<file path="src/rtl/config_request_sequencer_pkg.sv">
// Shared configuration types: the config bus access type and the sequencer state encoding.
package config_request_sequencer_pkg;

    typedef enum logic {
        T_LOAD  = 1'b0,
        T_STORE = 1'b1
    } config_type_e;

    typedef enum logic [1:0] {
        IDLE,
        ISSUE_ST,
        ISSUE_LD,
        RESP
    } seq_state_e;

endpackage

</file>
<file path="src/rtl/config_request_sequencer_if.sv">
// Config bus between the request sequencer (master) and the uncached configuration register unit (slave).
interface config_if #(
    parameter int ADDR_WIDTH = 32,
    parameter int DATA_WIDTH = 64
);
    import config_request_sequencer_pkg::*;

    logic [ADDR_WIDTH-1:0] addr;
    logic [DATA_WIDTH-1:0] data;
    logic                  valid;
    config_type_e          config_type;
    logic                  read_valid;
    logic [DATA_WIDTH-1:0] read_data;

    modport master (
        output addr, data, valid, config_type,
        input  read_valid, read_data
    );

    modport slave (
        input  addr, data, valid, config_type,
        output read_valid, read_data
    );

endinterface

</file>
<file path="src/rtl/config_request_sequencer.sv">
// Sequences one MMIO config request at a time onto config_if and returns exactly one response per request.
module config_request_sequencer
    import config_request_sequencer_pkg::*;
#(
    parameter int ADDR_WIDTH     = 32,
    parameter int DATA_WIDTH     = 64,
    parameter int TIMEOUT_CYCLES = 16
) (
    input  logic                  clk,
    input  logic                  rst,
    input  logic                  req_valid,
    output logic                  req_ready,
    input  logic                  req_is_store,
    input  logic [ADDR_WIDTH-1:0] req_addr,
    input  logic [DATA_WIDTH-1:0] req_data,
    output logic                  resp_valid,
    input  logic                  resp_ready,
    output logic [DATA_WIDTH-1:0] resp_data,
    output logic                  resp_err,
    config_if.master              conf
);

    localparam int CNT_W = $clog2(TIMEOUT_CYCLES) + 1;
    localparam logic [CNT_W-1:0] CNT_LAST = CNT_W'(TIMEOUT_CYCLES - 1);

    seq_state_e       state;
    logic [CNT_W-1:0] cnt;

    assign req_ready = (state == IDLE);

    always_ff @(posedge clk) begin
        if (rst) begin
            state            <= IDLE;
            cnt              <= '0;
            resp_valid       <= 1'b0;
            resp_data        <= '0;
            resp_err         <= 1'b0;
            conf.valid       <= 1'b0;
            conf.addr        <= '0;
            conf.data        <= '0;
            conf.config_type <= T_LOAD;
        end else begin
            case (state)
                IDLE: begin
                    if (req_valid) begin
                        conf.addr        <= req_addr;
                        conf.data        <= req_data;
                        conf.config_type <= req_is_store ? T_STORE : T_LOAD;
                        cnt              <= '0;
                        // Misaligned requests are answered directly and never reach the bus
                        if (req_addr[2:0] != 3'b000) begin
                            state      <= RESP;
                            resp_valid <= 1'b1;
                            resp_err   <= 1'b1;
                            resp_data  <= '0;
                        end else begin
                            state      <= req_is_store ? ISSUE_ST : ISSUE_LD;
                            conf.valid <= 1'b1;
                        end
                    end
                end
                ISSUE_ST: begin
                    conf.valid <= 1'b0;
                    state      <= RESP;
                    resp_valid <= 1'b1;
                    resp_err   <= 1'b0;
                    resp_data  <= '0;
                end
                ISSUE_LD: begin
                    if (conf.read_valid) begin
                        conf.valid <= 1'b0;
                        state      <= RESP;
                        resp_valid <= 1'b1;
                        resp_err   <= 1'b0;
                        resp_data  <= conf.read_data;
                    end else if (cnt == CNT_LAST) begin
                        conf.valid <= 1'b0;
                        state      <= RESP;
                        resp_valid <= 1'b1;
                        resp_err   <= 1'b1;
                        resp_data  <= '0;
                    end else begin
                        cnt <= cnt + 1'b1;
                    end
                end
                RESP: begin
                    if (resp_ready) begin
                        resp_valid <= 1'b0;
                        state      <= IDLE;
                    end
                end
                default: state <= IDLE;
            endcase
        end
    end

endmodule

</file>
<file path="src/flat_wrapper.sv">
// flat-port wrapper written by rule: the top's interface ports become plain ports
module config_request_sequencer_flat import config_request_sequencer_pkg::*;
#(
    parameter int ADDR_WIDTH     = 32,
    parameter int DATA_WIDTH     = 64,
    parameter int TIMEOUT_CYCLES = 16
)
  (clk, rst, req_valid, req_ready, req_is_store, req_addr, req_data, resp_valid, resp_ready, resp_data, resp_err, conf_addr, conf_data, conf_valid, conf_config_type, conf_read_valid, conf_read_data);
  config_if #(.ADDR_WIDTH(ADDR_WIDTH), .DATA_WIDTH(DATA_WIDTH)) conf_i ();
  input  logic clk;
  input  logic rst;
  input  logic req_valid;
  output logic req_ready;
  input  logic req_is_store;
  input  logic [ADDR_WIDTH-1:0] req_addr;
  input  logic [DATA_WIDTH-1:0] req_data;
  output logic resp_valid;
  input  logic resp_ready;
  output logic [DATA_WIDTH-1:0] resp_data;
  output logic resp_err;
  output wire logic [$bits(conf_i.addr)-1:0] conf_addr;
  output wire logic [$bits(conf_i.data)-1:0] conf_data;
  output wire logic [$bits(conf_i.valid)-1:0] conf_valid;
  output wire logic [$bits(conf_i.config_type)-1:0] conf_config_type;
  input wire logic [$bits(conf_i.read_valid)-1:0] conf_read_valid;
  input wire logic [$bits(conf_i.read_data)-1:0] conf_read_data;
  assign conf_addr = conf_i.addr;
  assign conf_data = conf_i.data;
  assign conf_valid = conf_i.valid;
  assign conf_config_type = conf_i.config_type;
  assign conf_i.read_valid = conf_read_valid;
  assign conf_i.read_data = conf_read_data;
  config_request_sequencer #(.ADDR_WIDTH(ADDR_WIDTH), .DATA_WIDTH(DATA_WIDTH), .TIMEOUT_CYCLES(TIMEOUT_CYCLES)) u_core (.clk(clk), .rst(rst), .req_valid(req_valid), .req_ready(req_ready), .req_is_store(req_is_store), .req_addr(req_addr), .req_data(req_data), .resp_valid(resp_valid), .resp_ready(resp_ready), .resp_data(resp_data), .resp_err(resp_err), .conf(conf_i));
endmodule
</file>
<file path="config.mk">
export PLATFORM = sky130hd
export DESIGN_NAME = config_request_sequencer_flat
export DESIGN_NICKNAME = d
export VERILOG_FILES = /design/src/rtl/config_request_sequencer_pkg.sv /design/src/rtl/config_request_sequencer_if.sv /design/src/rtl/config_request_sequencer.sv /design/src/flat_wrapper.sv
export SDC_FILE = /design/constraint.sdc
export NUM_CORES = 1
export LEC_CHECK = 0
export CAP_MARGIN = 20
export CELL_PAD_IN_SITES_DETAIL_PLACEMENT = 1
export CELL_PAD_IN_SITES_GLOBAL_PLACEMENT = 2
export CORE_MARGIN = 2
export CORE_UTILIZATION = 23
export DETAILED_ROUTE_END_ITERATION = 10
export GPL_ROUTABILITY_DRIVEN = 0
export HOLD_SLACK_MARGIN = 0.08
export PLACE_DENSITY = 0.9
export SLEW_MARGIN = 5
export SYNTH_ARGS = -nofsm -noshare
export SYNTH_HDL_FRONTEND = slang
export SYNTH_SLANG_ARGS = --single-unit
</file>
<file path="constraint.sdc">
create_clock -name clk -period 5.8 [get_ports clk]
set_input_delay 1.16 -clock clk [delete_from_list [all_inputs] [get_ports clk]]
set_output_delay 1.16 -clock clk [all_outputs]
set_load 0.02 [all_outputs]
</file>
==> results of run 1 <==
## flip-flops by register name, summed over array words and instances, names as in the netlist
signal / flops
u_core.resp_data: 64
u_core.resp_valid: 1
u_core.resp_err: 1
u_core.conf.addr: 32
u_core.conf.config_type: 1
u_core.conf.data: 64
u_core.state: 2
u_core.conf.valid: 1
u_core.cnt: 5
## metal layers
metal	GRT usage	wire length, um	up-vias
met4	0.0321	144	2
met3	0.0644	2200	14
met1	0.178	9520	2987
met5	0	13	-
li1	-	-	3111
met2	0.261	10900	236
## path summary, 6_finish.rpt
kind	start	end	cells after the start
setup reg to reg	u_core.state[0]	u_core.resp_data[1]	6
setup / recovery	u_core.state[0]	req_ready	3
hold reg to reg	u_core.conf.data[44]	u_core.conf.data[44]	2
hold / removal	u_core.conf.data[44]	u_core.conf.data[44]	2
## cells by family after synthesis
group / share of synthesized area
AND/OR/NAND/NOR: 0.217
flip-flops: 0.524
AO/OA/AOI/OAI: 0.0951
multiplexers: 0.104
buffers and inverters: 0.0448
adder cells (fa/ha/maj): 0.0153
## critical path: cells and delay by family, from the launching register on
family                   cells  cell delay (ps)
adder cells (fa/ha/maj)      1              420
buffers and inverters        2              850
flip-flops                   1              370
## area by class of cell
class,instances,area [um2]
clock buffer,17,425
clock inverter,15,180
fill,3236,17100
inverter,7,26.3
multi-input combinational,541,2830
sequential,171,3420
tap,378,473
timing repair buffer,335,3350
## power breakdown
group | internal, W | switching, W
clock | 0.000620 | 0.000562
combinational | 0.000676 | 0.000863
sequential | 0.00134 | 0.0000893
total | 0.00264 | 0.00151
## cell usage in the layout, fill, tap and decap left out, types with 3 or more instances in the layout
master / count
a21oi_1: 103
buf_4: 5
clkbuf_16: 17
clkdlybuf4s50_1: 329
clkinv_8: 3
dfxtp_1: 171
ha_1: 8
inv_1: 6
inv_6: 3
inv_8: 4
mux2i_1: 67
nand2_1: 324
nand2b_1: 3
o21ai_0: 6
or4_1: 3
## stage by stage
step	hold WS [ps]	area (um2)	worst slack, ps
6_report	453	10700	2560
3_3_place_gp	441	10100	2700
3_5_place_dp	446	10100	2670
5_1_grt	479	10700	2440
2_1_floorplan	447	6540	3440
4_1_cts	456	10700	2570
==> flow_summary.toml, run 1 <==
[synthesis]
synth-edff-count = 0
syn_nets = 948
synth_cell_types = 36
synth_seq_cells = 171
synth_area_um2 = 6540
synthTopCellsByCount = "nand2_1 (325), dfxtp_1 (171), a21oi_1 (103)"
yosysTopAreaCell = "dfxtp_1"
synth_top_area_share = 0.524
yosys_warnings = 0
yosysMostFrequentCell = "nand2_1"
avgSynthCellArea_um2 = 8.45
synthTopCellsByArea = "dfxtp_1 (52%), nand2_1 (19%), mux2i_1 (10%)"
syn_inst = 774
ys_async_sr_fraction = 0
synth-main-ff-cell = "dfxtp_1"
ys_seq_area_frac = 0.524

[timing]
hold_viol = 0
max_slew.worst_pin.slew_ps = 1050
finalSetupTns_ps = 0
maxSlewViolCount = 0
fin_crit_ps = 3240
period_share = 0.558
rsz0062_at_grt = "no"
relSlewSlack = 0.297
setup-violations-final = 0
fin_skew_ps = 25.1
max_freq_ghz = 0.309

[floorplanning]
placementRows = 61
die_area_um2 = 29800
start_util = 0.235
die_width_um = 173
die_h_um = 173
io_pins = 331
core_area_um2 = 27900

[setup_path]
path_class = "reg2out"
ff2ff_setup_slack_ps = 3450
cpPeakStageDelay_ps = 730
crit_path_cell_trace = "inv_1 > ha_1 > clkdlybuf4s50_1"
endpoint_kind = "output pin"
crit_fanout = 8
critPathSlowestCell = "clkdlybuf4s50_1"
startpoint_type = "flip-flop"
cp.required_ps = 4640
arrival_ps = 2080

[power_and_ir_drop]
ir_worst_vdd_uv = 276
p_leak_nw = 3.96
power.density_nw_per_um2 = 388
power_w = 0.00415

[hold_path]
hp-class = "reg2reg"

[place]
port_buffers = 330
dp.cells = 1432
dpl.hpwl_um = 15800

[final_layout]
finalNonFillerCells = 1464
fin_util = 0.385
area_growth_pct = 63.8
antennaDiodeCount = 0
drive_gt1_frac = 0.0442
fin_nets = 1247

[clock_tree]
cts_resized = 0
cts_setup_buffers = 0
cts.sinks = 171
htreeDepth = 4
clock_path_buffers = 2
clk_pin_slew_ps = 80
cts_buffers = 17
cts_tree = "done"
cts_root_buffer = "clkbuf_16"
clk_latency_ps = 430
hold_buffers = 0

[detailed_routing]
wire_per_inst_um = 15.6
drc = 0
wl_um = 22800
via_per_inst = 4.34
ant_nets = 0
firstDrtPassIters = 4
vias = 6350
drtIter0Drc = 264

[global_routing]
antenna_found_initial = 1
grt_pass1_vias = 6662
grt_max_degree = 98
grt-ovfl-total = 0
grt_pass1_wl_um = 36500
grtUsageTotal = 0.153

[status]
status = "complete, no violations"

[run]
maxCapViolCount = 0
(Power assumes the default switching activity.)
==> inputs of run 2 (changes only) <==
CORE_UTILIZATION = 21   (was 23)
PLACE_DENSITY = 0.84   (was 0.9)
clock period = 3.2 ns   (was 5.8 ns; I/O delays follow)
==> run 2 against run 1 <==
Effect of this change:
- hold slack barely moved
- critical path type unchanged
- first-iteration DRC count shrank 41%
- core utilization is 3.1 points lower
- highest routed layer is now met4
- non-clock buffer count increased by 4
==> flow_summary.toml, run 2 (synthesis gave the netlist of run 1 again) <==
[status]
status = "complete, no violations"

[clock_tree]
cts.sinks = 171
clock_path_buffers = 2
hold_buffers = 0
cts_root_buffer = "clkbuf_16"
clk_pin_slew_ps = 60
htreeDepth = 4
cts_setup_buffers = 0
cts_tree = "done"
cts_resized = 0
cts_buffers = 17
clk_latency_ps = 430

[setup_path]
path_class = "reg2out"
worstRegToRegCells = 6
crit_fanout = 8
startpoint_type = "flip-flop"
ff2ff_setup_slack_ps = 910
cp.required_ps = 2560
endpoint_kind = "output pin"
reg2reg_from = "u_core.state[0]"
crit_path_start = "u_core.state[1]"
r2r_end = "u_core.resp_data[16]"
arrival_ps = 2070

[final_layout]
drive_gt1_frac = 0.0424
area_growth_pct = 65.2
final_common_cell = "clkdlybuf4s50_1"
reg_top3 = "u_core.conf.data (64), u_core.resp_data (64), u_core.conf.addr (32)"
fin_nets = 1251
antennaDiodeCount = 0
layout_common_cells = "clkdlybuf4s50_1 (329), nand2_1 (324), dfxtp_1 (171), a21oi_1 (103), mux2i_1 (67)"
postLayoutCellArea_um2 = 10800
fin_util = 0.353

[power_and_ir_drop]
p_leak_nw = 3.99
ir_worst_vdd_uv = 477
power.density_nw_per_um2 = 711
power_w = 0.00768

[global_routing]
grt_max_degree = 67
grtUsageMet3 = 0.0596
grt_pass1_vias = 6589
grtUsageTotal = 0.144
grt_use_met2 = 0.244
grt.busiest_layer = "met2"
grt-ovfl-total = 0
antenna_found_initial = 0
grt_pass1_wl_um = 37200
grtUsageMet1 = 0.167

[hold_path]
holdPathStages = 2
hp-class = "reg2reg"
min_from = "u_core.conf.data[0]"
hold_path_end = "u_core.conf.data[0]"

[floorplanning]
placementRows = 64
die_area_um2 = 32600
io_pins = 331
start_util = 0.214
die_width_um = 180
die_h_um = 180
core_area_um2 = 30600

[timing]
maxSlewViolCount = 0
setup-violations-final = 0
period_share = 0.846
rsz0062_at_grt = "no"
fin_ws_ps = 493
hold_viol = 0
finalSetupTns_ps = 0
fin_crit_ps = 2710
relSlewSlack = 0.512
max_freq_ghz = 0.369
max_slew.worst_pin.slew_ps = 732
fin_skew_ps = 6.54

[detailed_routing]
wire_per_inst_um = 15.8
ant_nets = 0
wl_um = 23500
firstDrtPassIters = 4
vias = 6331
drtIter0Drc = 155
drc = 0
via_per_inst = 4.27

[run]
maxCapViolCount = 0

[place]
dpl_worst_slack_ps = 672
dpl_cell_area_um2 = 10200
port_buffers = 330
dpl.hpwl_um = 16700
==> run 2: report_power, final <==
group,internal (W),switching [W],total (W),leakage [nW]
registers,0.00243,0.000166,0.00260,1.39
clock network,0.00137,0.000882,0.00225,0.298
logic,0.00127,0.00157,0.00284,2.30
==> run 2: final cells by class <==
type,count,area (um2)
inverter,7,26.3
fill,3585,19800
sequential,171,3420
clock buffer,19,433
tap,396,495
timing repair buffer,339,3420
clock inverter,9,174
multi-input combinational,541,2830
==> run 2: how the worst max path moves through the flow <==
stage          slack [ps]              endpoint  depth (start not counted)
2_1_floorplan        1290   u_core.resp_data[0]                          7
3_3_place_gp          750  u_core.resp_data[19]                          5
3_5_place_dp          670  u_core.resp_data[16]                          5
4_1_cts               460             req_ready                          3
5_1_grt               370             req_ready                          3
6_report              490             req_ready                          3
==> run 2: metal layers <==
metal | share of wire | up-vias
li1 | - | 3109
met1 | 0.42 | 2993
met2 | 0.49 | 214
met3 | 0.083 | 15
met4 | 0.011 | 0
met5 | 0 | -
==> run 2: metrics by stage <==
stage	instances	hold WS (ps)
after CTS	1482	457
after detailed placement	1454	447
after floorplan	774	447
after global placement	1454	440
final	1482	453
after global routing	1482	473
==> run 2: worst max-delay path, stage by stage (launching register included) <==
cell             delay [ps]
dfxtp_1                 360
inv_1                   130
ha_1                    430
clkdlybuf4s50_1         720
==> inputs of run 3 (changes only) <==
clock period = 2.5 ns   (was 3.2 ns; I/O delays follow)
==> run 3 against run 2 <==
Effect of this change:
- sequential power is 28% higher
- cell area is 0.78% higher
- hold slack better by 0.89 ps
- combinational power is 34% higher
- sequential share of layout area is 0.24 points lower
- register-to-register slack worse by 540 ps
==> flow_summary.toml, run 3 (synthesis gave the netlist of run 1 again) <==
[clock_tree]
cts_resized = 1
htreeDepth = 4
clk_pin_slew_ps = 70
cts.sinks = 171
cts_root_buffer = "clkbuf_16"
clock_path_buffers = 2
hold_buffers = 0
cts_tree = "done"
clk_latency_ps = 430
cts_buffers = 17
cts_setup_buffers = 0

[floorplanning]
placementRows = 64
io_pins = 331
die_h_um = 180
die_area_um2 = 32600
start_util = 0.214
die_width_um = 180
core_area_um2 = 30600

[global_routing]
grt_pass1_wl_um = 37100
grt-ovfl-total = 0
grt_max_degree = 105
antenna_found_initial = 0
grtUsageTotal = 0.142
grt_pass1_vias = 6703

[setup_path]
path_class = "reg2out"
crit_fanout = 8
cpPeakStageDelay_ps = 670
critPathSlowestCell = "clkdlybuf4s50_1"
startpoint_type = "flip-flop"
path_delay_family = "buffers and inverters"
crit_path_cell_trace = "inv_1 > ha_2 > clkdlybuf4s50_1"
arrival_ps = 1890
endpoint_kind = "output pin"
cp.buffers_inverters = 2
cp.required_ps = 2000

[status]
status = "complete, no violations"

[timing]
max_slew.worst_pin.slew_ps = 551
hold_viol = 0
max_freq_ghz = 0.418
maxSlewViolCount = 0
relSlewSlack = 0.622
setup-violations-final = 0
period_share = 0.957
whs_ps = 454
fin_skew_ps = 10.1
fin_crit_ps = 2390
rsz0062_at_grt = "no"
finalSetupTns_ps = 0

[place]
dpl_cell_area_um2 = 10300
dpl.hpwl_um = 16900
port_buffers = 330

[final_layout]
area_growth_pct = 66.5
postLayoutCellArea_um2 = 10900
fillers = 3576
fin_util = 0.356
fin_nets = 1258
drive_gt1_frac = 0.0538
reg_top3 = "u_core.conf.data (64), u_core.resp_data (64), u_core.conf.addr (32)"
layout_common_cells = "clkdlybuf4s50_1 (329), nand2_1 (324), dfxtp_1 (171), a21oi_1 (103), mux2i_1 (67)"
final_common_cell = "clkdlybuf4s50_1"
antennaDiodeCount = 0

[detailed_routing]
wl_um = 23300
wire_per_inst_um = 15.6
ant_nets = 0
firstDrtPassIters = 4
via_per_inst = 4.25
drtIter0Drc = 138
vias = 6344
drc = 0

[run]
maxCapViolCount = 0

[power_and_ir_drop]
p_leak_nw = 4.03
ir_worst_vdd_uv = 338
power.density_nw_per_um2 = 905

[hold_path]
hp-class = "reg2reg"
-- run 3: report_power, final --
group | total [W] | switching [W] | internal [W]
Combinational | 0.00380 | 0.00204 | 0.00177
Clock | 0.00273 | 0.00122 | 0.00151
Sequential | 0.00333 | 0.000215 | 0.00311
-- run 3: layout make-up --
| type | count | area [um2] | share of cell area |
|---|---|---|---|
| multi-input combinational | 541 | 2840 | 0.260 |
| clock buffer | 19 | 443 | 0.0407 |
| sequential | 171 | 3420 | 0.314 |
| inverter | 7 | 26.3 | 0.00241 |
| timing repair buffer | 346 | 3520 | 0.323 |
| clock inverter | 13 | 143 | 0.0131 |
| tap | 396 | 495 | 0.0455 |
-- run 3: worst reg2reg max path, delay by kind of cell, from the launching register on --
family,cells,cell delay (ps)
buf+inv,3,590
fa+ha+maj,1,320
flops,1,410
mux,1,240
simple gates,2,490
-- run 3: path summary, 6_finish.rpt --
check	to	cells after the start	slack (ps)	from
setup reg to reg	u_core.resp_data[47]	7	370	u_core.state[0]
hold / removal	u_core.conf.addr[16]	2	450	u_core.conf.addr[16]
setup / recovery	req_ready	3	110	u_core.state[0]
hold reg to reg	u_core.conf.addr[16]	2	450	u_core.conf.addr[16]
-- run 3: metal layers --
metal	vias up	wire [um]	global-route usage	share of wire
met5	-	0	0	0
met4	0	276	0.0374	0.012
met3	13	2120	0.0627	0.091
met1	2978	10000	0.166	0.43
li1	3134	-	-	-
met2	219	10900	0.237	0.47
-- run 3: through the flow --
| step | setup WS, ps | cells | total power [W] |
|---|---|---|---|
| floorplan | 587 | 774 | 0.00560 |
| global placement | 193 | 1461 | 0.00722 |
| detailed placement | 127 | 1461 | 0.00726 |
| CTS | 71.1 | 1493 | 0.0101 |
| global route | 1.65 | 1493 | 0.0104 |
| finish | 108 | 1493 | 0.00986 |
